`config.mk`:
```
export PLATFORM = sky130hd
export DESIGN_NAME = alu_seq
export DESIGN_NICKNAME = d
export VERILOG_FILES = /design/src/rtl/alu_seq.sv
export SDC_FILE = /design/constraint.sdc
export NUM_CORES = 1
export LEC_CHECK = 0
export ABC_AREA = 1
export BUFFER_PORTS_ARGS = -buffer_cell sky130_fd_sc_hd__buf_4
export CAP_MARGIN = 20
export CORE_MARGIN = 1.5
export CORE_UTILIZATION = 55
export CTS_CLUSTER_SIZE = 30
export DETAILED_ROUTE_END_ITERATION = 8
export PLACE_DENSITY_LB_ADDON = 0.1
export RECOVER_POWER = 50
export SLEW_MARGIN = 20
export SYNTH_ARGS = -nofsm -noshare
export SYNTH_HDL_FRONTEND = slang
export SYNTH_SLANG_ARGS = --single-unit
```
`constraint.sdc`:
```
create_clock -name clk -period 1.65 [get_ports clk]
set_clock_uncertainty 0.15 [all_clocks]
set_input_delay 0.0825 -clock clk [delete_from_list [all_inputs] [get_ports clk]]
set_output_delay 0.0825 -clock clk [all_outputs]
set_load 0.01 [all_outputs]
```
`src/rtl/alu_seq.sv`:
```
// Handshaked WIDTH-bit ALU: nine opcodes, {V,Z,C,N} flags, illegal-opcode reporting.
// Define ALU_MUL_EN to build the iterative shift-add multiplier; otherwise MUL reports err.
module alu_seq #(
    parameter int WIDTH = 16,
    parameter int SHW   = $clog2(WIDTH)
) (
    input  logic             clk,
    input  logic             rst_n,
    input  logic             in_valid,
    output logic             in_ready,
    input  logic [3:0]       op,
    input  logic [WIDTH-1:0] in1,
    input  logic [WIDTH-1:0] in2,
    output logic             out_valid,
    input  logic             out_ready,
    output logic [WIDTH-1:0] result,
    output logic [WIDTH-1:0] result_hi,
    output logic [3:0]       flags,
    output logic             err
);

    localparam logic [3:0] OP_ADD = 4'd0;
    localparam logic [3:0] OP_SUB = 4'd1;
    localparam logic [3:0] OP_MUL = 4'd2;
    localparam logic [3:0] OP_OR  = 4'd3;
    localparam logic [3:0] OP_AND = 4'd4;
    localparam logic [3:0] OP_XOR = 4'd5;
    localparam logic [3:0] OP_LSL = 4'd6;
    localparam logic [3:0] OP_LSR = 4'd7;
    localparam logic [3:0] OP_ROR = 4'd8;

`ifdef ALU_MUL_EN
    localparam bit MUL_EN = 1'b1;
`else
    localparam bit MUL_EN = 1'b0;
`endif

    typedef enum logic [1:0] {S_IDLE, S_MUL, S_DONE} state_t;

    state_t state_reg, state_next;

    logic [WIDTH-1:0] result_reg, result_hi_reg;
    logic [3:0]       flags_reg;
    logic             err_reg;

    logic             accept, start_mul, mul_last;
    logic [SHW-1:0]   shamt;
    logic [WIDTH:0]   add_sum, sub_sum;
    logic [WIDTH-1:0] lsl_res, lsr_res, ror_res;
    logic             lsl_c, lsr_c;
    logic [WIDTH-1:0] alu_res;
    logic             alu_c, alu_v, alu_err;
    logic [3:0]       alu_flags;

    assign accept    = in_valid && (state_reg == S_IDLE);
    assign start_mul = MUL_EN && (op == OP_MUL);
    assign shamt     = in2[SHW-1:0];

    assign add_sum = {1'b0, in1} + {1'b0, in2};
    assign sub_sum = {1'b0, in1} + {1'b0, ~in2} + {{WIDTH{1'b0}}, 1'b1};

    // One extra bit on the shifted vector catches the last bit shifted out (0 when shamt==0)
    assign {lsl_c, lsl_res} = {1'b0, in1} << shamt;
    assign {lsr_res, lsr_c} = {in1, 1'b0} >> shamt;
    assign ror_res          = (in1 >> shamt) | (in1 << (WIDTH - int'(shamt)));

    always_comb begin
        alu_res = '0;
        alu_c   = 1'b0;
        alu_v   = 1'b0;
        case (op)
            OP_ADD: begin
                alu_res = add_sum[WIDTH-1:0];
                alu_c   = add_sum[WIDTH];
                alu_v   = add_sum[WIDTH] ^ (add_sum[WIDTH-1] ^ in1[WIDTH-1] ^ in2[WIDTH-1]);
            end
            OP_SUB: begin
                alu_res = sub_sum[WIDTH-1:0];
                alu_c   = sub_sum[WIDTH];
                alu_v   = sub_sum[WIDTH] ^ (sub_sum[WIDTH-1] ^ in1[WIDTH-1] ^ ~in2[WIDTH-1]);
            end
            OP_OR:  alu_res = in1 | in2;
            OP_AND: alu_res = in1 & in2;
            OP_XOR: alu_res = in1 ^ in2;
            OP_LSL: begin
                alu_res = lsl_res;
                alu_c   = lsl_c;
            end
            OP_LSR: begin
                alu_res = lsr_res;
                alu_c   = lsr_c;
            end
            OP_ROR: begin
                alu_res = ror_res;
                alu_c   = lsr_c;
            end
            default: ;
        endcase
    end

    assign alu_err   = (op > OP_ROR) || ((op == OP_MUL) && !MUL_EN);
    assign alu_flags = alu_err ? 4'b0000 : {alu_v, (alu_res == '0), alu_c, alu_res[WIDTH-1]};

`ifdef ALU_MUL_EN
    // acc_reg holds {partial product high, remaining multiplier bits}; shifts right each cycle
    logic [2*WIDTH-1:0] acc_reg, acc_step;
    logic [WIDTH-1:0]   mcand_reg;
    logic [SHW-1:0]     cnt_reg;
    logic [WIDTH:0]     mul_sum;
    logic [WIDTH-1:0]   prod_lo, prod_hi;

    assign mul_sum  = {1'b0, acc_reg[2*WIDTH-1:WIDTH]} + (acc_reg[0] ? {1'b0, mcand_reg} : '0);
    assign acc_step = {mul_sum, acc_reg[WIDTH-1:1]};
    assign prod_lo  = acc_step[WIDTH-1:0];
    assign prod_hi  = acc_step[2*WIDTH-1:WIDTH];
    assign mul_last = (cnt_reg == SHW'(WIDTH - 1));

    always_ff @(posedge clk or negedge rst_n) begin
        if (!rst_n) begin
            acc_reg   <= '0;
            mcand_reg <= '0;
            cnt_reg   <= '0;
        end else if (accept && start_mul) begin
            acc_reg   <= {{WIDTH{1'b0}}, in2};
            mcand_reg <= in1;
            cnt_reg   <= '0;
        end else if (state_reg == S_MUL) begin
            acc_reg   <= acc_step;
            cnt_reg   <= cnt_reg + 1'b1;
        end
    end
`else
    assign mul_last = 1'b0;
`endif

    always_ff @(posedge clk or negedge rst_n) begin
        if (!rst_n) begin
            result_reg    <= '0;
            result_hi_reg <= '0;
            flags_reg     <= '0;
            err_reg       <= 1'b0;
        end else if (accept) begin
            err_reg <= alu_err;
            if (!start_mul) begin
                result_reg    <= alu_res;
                result_hi_reg <= '0;
                flags_reg     <= alu_flags;
            end
        end
`ifdef ALU_MUL_EN
        else if ((state_reg == S_MUL) && mul_last) begin
            result_reg    <= prod_lo;
            result_hi_reg <= prod_hi;
            flags_reg     <= {(prod_hi != '0), (prod_lo == '0), (prod_hi != '0), prod_lo[WIDTH-1]};
        end
`endif
    end

    always_ff @(posedge clk or negedge rst_n) begin
        if (!rst_n) state_reg <= S_IDLE;
        else        state_reg <= state_next;
    end

    always_comb begin
        state_next = state_reg;
        case (state_reg)
            S_IDLE: if (in_valid) state_next = start_mul ? S_MUL : S_DONE;
            S_MUL:  if (mul_last || !MUL_EN) state_next = S_DONE;
            S_DONE: if (out_ready) state_next = S_IDLE;
            default: state_next = S_IDLE;
        endcase
    end

    always_comb begin
        in_ready  = (state_reg == S_IDLE);
        out_valid = (state_reg == S_DONE);
    end

    assign result    = result_reg;
    assign result_hi = result_hi_reg;
    assign flags     = flags_reg;
    assign err       = err_reg;

endmodule
```
==> key figures, run 1 <==
Clock network
  – CTS Sinks: 22
  – H-Tree Depth: 1
  – Clk root buf: clkbuf_8
  – Clk buf depth: 2
  – Cts bufs inserted: 3

Floorplanning
  – Initial core utilization: 57.4%
  – Chip height: 107 um
  – Io pins: 79
  – Die width: 107 um
  – Std-Cell Rows: 37

Logic synthesis
  – Compound-cell area share of the yosys netlist: 8.97%
  – Fraction of registers with async set/reset: 100%
  – Yosys warnings: 0
  – Synth cell types: 44
  – Mapped Area: 0.00600 mm2
  – Xor-xnor portion of the synthesized cell area: 1.13%
  – Synth top area cells: nand2_1 25%, nand3_1 17%, ha_1 11%
  – Area share of the largest cell type after synthesis: 25.1%
  – Yosys top cell by area: nand2_1
  – Register area share after synthesis: 9.17%
  – Cells after Synth: 1134
  – Top FF cell, synth: dfrtp_1
  – Largest family of logic cells by synthesized area: simple AND/OR/NAND/NOR gates
  – EDFF count, synth: 0
  – Multiplexer share of the synthesized area: 0%
  – Synth Area in Adders: 11.5%
  – Yosys reg bits: 22
  – Mean post-synth cell area: 5.29 um2
  – Simple-Gate Fraction of Synth Area: 55.0%

Placement
  – HPWL after DPL: 21.5 mm
  – Gpl congestion: 1.09
  – I/O Buffers: 62
  – Dpl cells: 1509

Global route
  – Total GRT Usage: 79.2%
  – Congestion Overflow GR: 138
  – Largest net degree at the start of global routing: 35

Status
  – Status: aborted with a tool error
  – Failed at: 5_1_grt
  – Err: [ERROR GRT-0232] Routing congestion too high. Check the congestion heatmap in the GUI.

Timing
  – Last worst endpoint in the global-route repair_timing: flags[2]$_DFFE_PN0P_/D
  – Worst EP kind: register data pin
synth_stat cells, types with 6 or more instances:
master	number
a21oi_1	33
buf_2	23
buf_4	23
buf_6	6
clkbuf_1	6
dfrtp_1	22
ha_1	52
inv_1	112
inv_2	7
nand2_1	402
nand2_2	9
nand3_1	208
nand4_1	8
nor2_1	127
o21ai_0	32
o21ai_1	7
o22ai_1	7
repair_timing:
action | 4_1_cts
hold buffers | 2
resized for setup | 199
cloned | 2
pin swaps | 77
buffers inserted | 16
endpoints found under the setup margin | 20
endpoints found under the hold margin | 23
routing by layer:
metal  GRT overflow  GRT usage (%)
met5              0           33.3
met4             57           86.7
met3              0           58.8
met2             80           97.5
met1              1           77.4
cell families after synthesis:
logic type / count (synthesis)
compound gates: 96
xor+xnor: 4
fa+ha+maj: 54
buf+inv: 182
flops: 22
other cells: 1
simple gates: 775
metrics by stage:
step	hold slack (ps)	worst slack (ps)	TNS, ps	cell area, um2
after floorplan	-363	-311	-2120	6260
after global placement	-170	-771	-10060	8160
after detailed placement	-166	-779	-11100	8160
after CTS	101	-283	-2060	9140
==> inputs of run 2 (changes only) <==
- CORE_UTILIZATION: 55 -> 40
- CTS_CLUSTER_SIZE: 30 -> not set
- PLACE_DENSITY_LB_ADDON: 0.1 -> 0.15
- clock period: 1.65 -> 2.1 ns (I/O delays scaled with it)
==> run 2 against run 1 <==
The run now ends clean. Synthesized cell count unchanged. Area after synthesis unchanged.
==> key figures, run 2 <==
Status
  – Status: finished, final reports clean

Floorplanning
  – DIE AREA: 0.0157 mm2
  – CORE AREA: 0.0146 mm2
  – Chip height: 125 um
  – Io pins: 79
  – Initial core utilization: 41.1%
  – Die width: 125 um
  – Std-Cell Rows: 44

Clock network
  – CTS tree: done
  – H-Tree Depth: 1
  – Cts bufs inserted: 3
  – Skew-Pair Late Insertion Delay: 250 ps
  – Worst-path clk slew: 60 ps
  – Clk buf depth: 2
  – Clk root buf: clkbuf_16
  – CTS Sinks: 22

Power
  – Max VDD drop: 219 uV
  – PD cells: 386 mW/mm2
  – Leakage: 4.68 nW

Routing
  – Final ANT Viol Nets: 0
  – TritonRoute pass-1 iters: 5
  – Vias: 8158
  – Vias per cell: 5.28
  – DR DRC count: 0
  – DR iter-0 viols: 757
  – Final WL: 26.1 mm
  – Routed len/inst: 16.9 um

Placement
  – Dpl cells: 1535
  – Gpl congestion: 1.04
  – I/O Buffers: 62
  – HPWL after DPL: 22.0 mm
  – Setup WS pre-CTS: -422 ps

Global route
  – Grt peak-use layer: met2
  – Global routing usage on met3: 4.49%
  – First-pass GRT wire length: 40.8 mm
  – Largest net degree at the start of global routing: 35
  – Total GRT Usage: 32.8%
  – Met2 Resource Use GR: 50.2%
  – Initial antenna violation count: 0
  – Met1 Resource Use GR: 45.5%
  – Congestion Overflow GR: 0
  – Vias in the first global route: 7595

Finish
  – Register area: 551 um2
  – Synth-to-Final Area Change: 36.6%
  – Antenna cells: 0
  – # fillers: 1604
  – Largest register FFs: 16
  – Share of layout cells above drive strength 1: 24.2%
  – Commonest non-fill, non-tap cell in the layout: nand2_1
  – Commonest cells after routing, fill and taps aside: 394 x nand2_1, 250 x buf_4, 206 x nand3_1
  – Multi-input gate area: 0.00478 mm2
  – Final non-filler cell total: 1546
  – NumNets Final: 1457

Hold path
  – Hold Crit Class: input pin to flip-flop

Timing
  – Final Max Tran Viols: 0
  – RSZ-0062 raised after global routing: true
  – Setup WS post-layout: 15.0 ps
  – Worst-margin pin slew: 1220 ps
  – Final Hold Fails: 0
  – Finish-stage setup viols: 0
  – Max Freq: 480 MHz
  – Tmin final: 2090 ps
  – Fin crit share: 99.3%
  – Final Hold Slack: 209 ps
  – Slew HR: 18.8%

Logic synthesis
  – Top-count cell post-synth: nand2_1
  – Yosys reg bits: 22
  – Fraction of registers with async set/reset: 100%
  – Top FF cell, synth: dfrtp_1
  – EDFF count, synth: 0
  – Cells after Synth: 1134
  – Synth top area cells: nand2_1 25%, nand3_1 17%, ha_1 11%
  – Yosys warnings: 0
  – Yosys top cell by area: nand2_1
  – Register area share after synthesis: 9.17%
  – Area share of the largest cell type after synthesis: 25.1%
  – Synth cell types: 44
  – Mean post-synth cell area: 5.29 um2
  – Synth top cells by count: 402 x nand2_1, 208 x nand3_1, 127 x nor2_1
  – Mapped Area: 0.00600 mm2

Critical path
  – R2r setup slk: 90 ps
  – Crit end category: flip-flop
  – Crit path launch type: input pin
  – CP Max Fanout: 4
  – Kind of critical path: input pin to flip-flop
  – Req. time, crit path: 2150 ps
  – Crit path arrival time: 2130 ps

Job
  – Number of max-cap violations: 0
## run 2: cell counts after synthesis
No cell type changed its count.
## run 2: routing by layer
metal	part of all wire, %	vias up
li1	-	4052
met5	0	-
met2	42	426
met4	5.4	0
met1	44	3620
met3	8.8	60
## run 2: power breakdown
group          total, mW  internal [mW]  leakage, nW  switching, mW
logic               2.09          0.871         4.34           1.22
clock network      0.535          0.379       0.0511          0.156
registers          0.541          0.501        0.289         0.0408
## run 2: final timing paths
| path | cells after the start | end | start |
|---|---|---|---|
| max reg2reg | 11 | flags[2] | state_reg[1] |
| min reg2reg | 2 | result[15] | result[15] |
| max | 15 | flags[2] | in2[0] |
| min in group asynchronous | 2 | result[6] | rst_n |
| max in group asynchronous | 2 | flags[0] | rst_n |
| min | 4 | state_reg[1] | in_valid |
## run 2: repair_timing
action / CTS / global route
hold endpoints to repair: 23 / 0
gates resized for setup: 7 / 41
hold buffers: 2 / 0
buffers inserted: 1 / 4
pin swaps: 2 / 20
setup endpoints to repair: 2 / 13
## run 2: through the flow
stage | instance area, um2 | setup TNS (ps) | total power, mW | utilization, %
finish | 8200 | 0 | 3.17 | 56.2
global route | 8200 | -176 | 3.41 | 56.2
CTS | 8090 | 0 | 3.13 | 55.5
detailed placement | 7950 | -2730 | 2.57 | 54.5
global placement | 7950 | -2110 | 2.56 | 54.5
floorplan | 6080 | 0 | 1.64 | -
## run 2: logic make-up (layout without fill, tap and decap cells)
group           Yosys count  count (layout)  synth area share (%)
fa+ha+maj                54              54                  11.5
flops                    22              22                  9.17
other cells               1              16                0.0625
simple gates            775             775                  55.0
buf+inv                 182             395                  14.2
compound gates           96              96                  8.97
xor+xnor                  4               4                  1.13
## run 2: cell type report
type / instances / area share [%]
timing repair buffer: 269 / 25.1
sequential: 22 / 6.71
clock buffer: 3 / 0.916
multi-input combinational: 945 / 58.3
clock inverter: 1 / 0.366
tap: 184 / 2.81
inverter: 122 / 5.72
## run 2: worst max-delay path: stages
cell and delay [ps]:
buf_8 90, ha_4 150, inv_4 50, fa_2 510, nand3b_1 90, o21ai_1 70, nor2_1 150, nand3_2 160
nor3_2 240, nand2_1 80, nor2_1 100, nand2_1 80, nor2_2 130, nand3_1 70, nand2_1 60
Power figures use the tool's default switching activity.
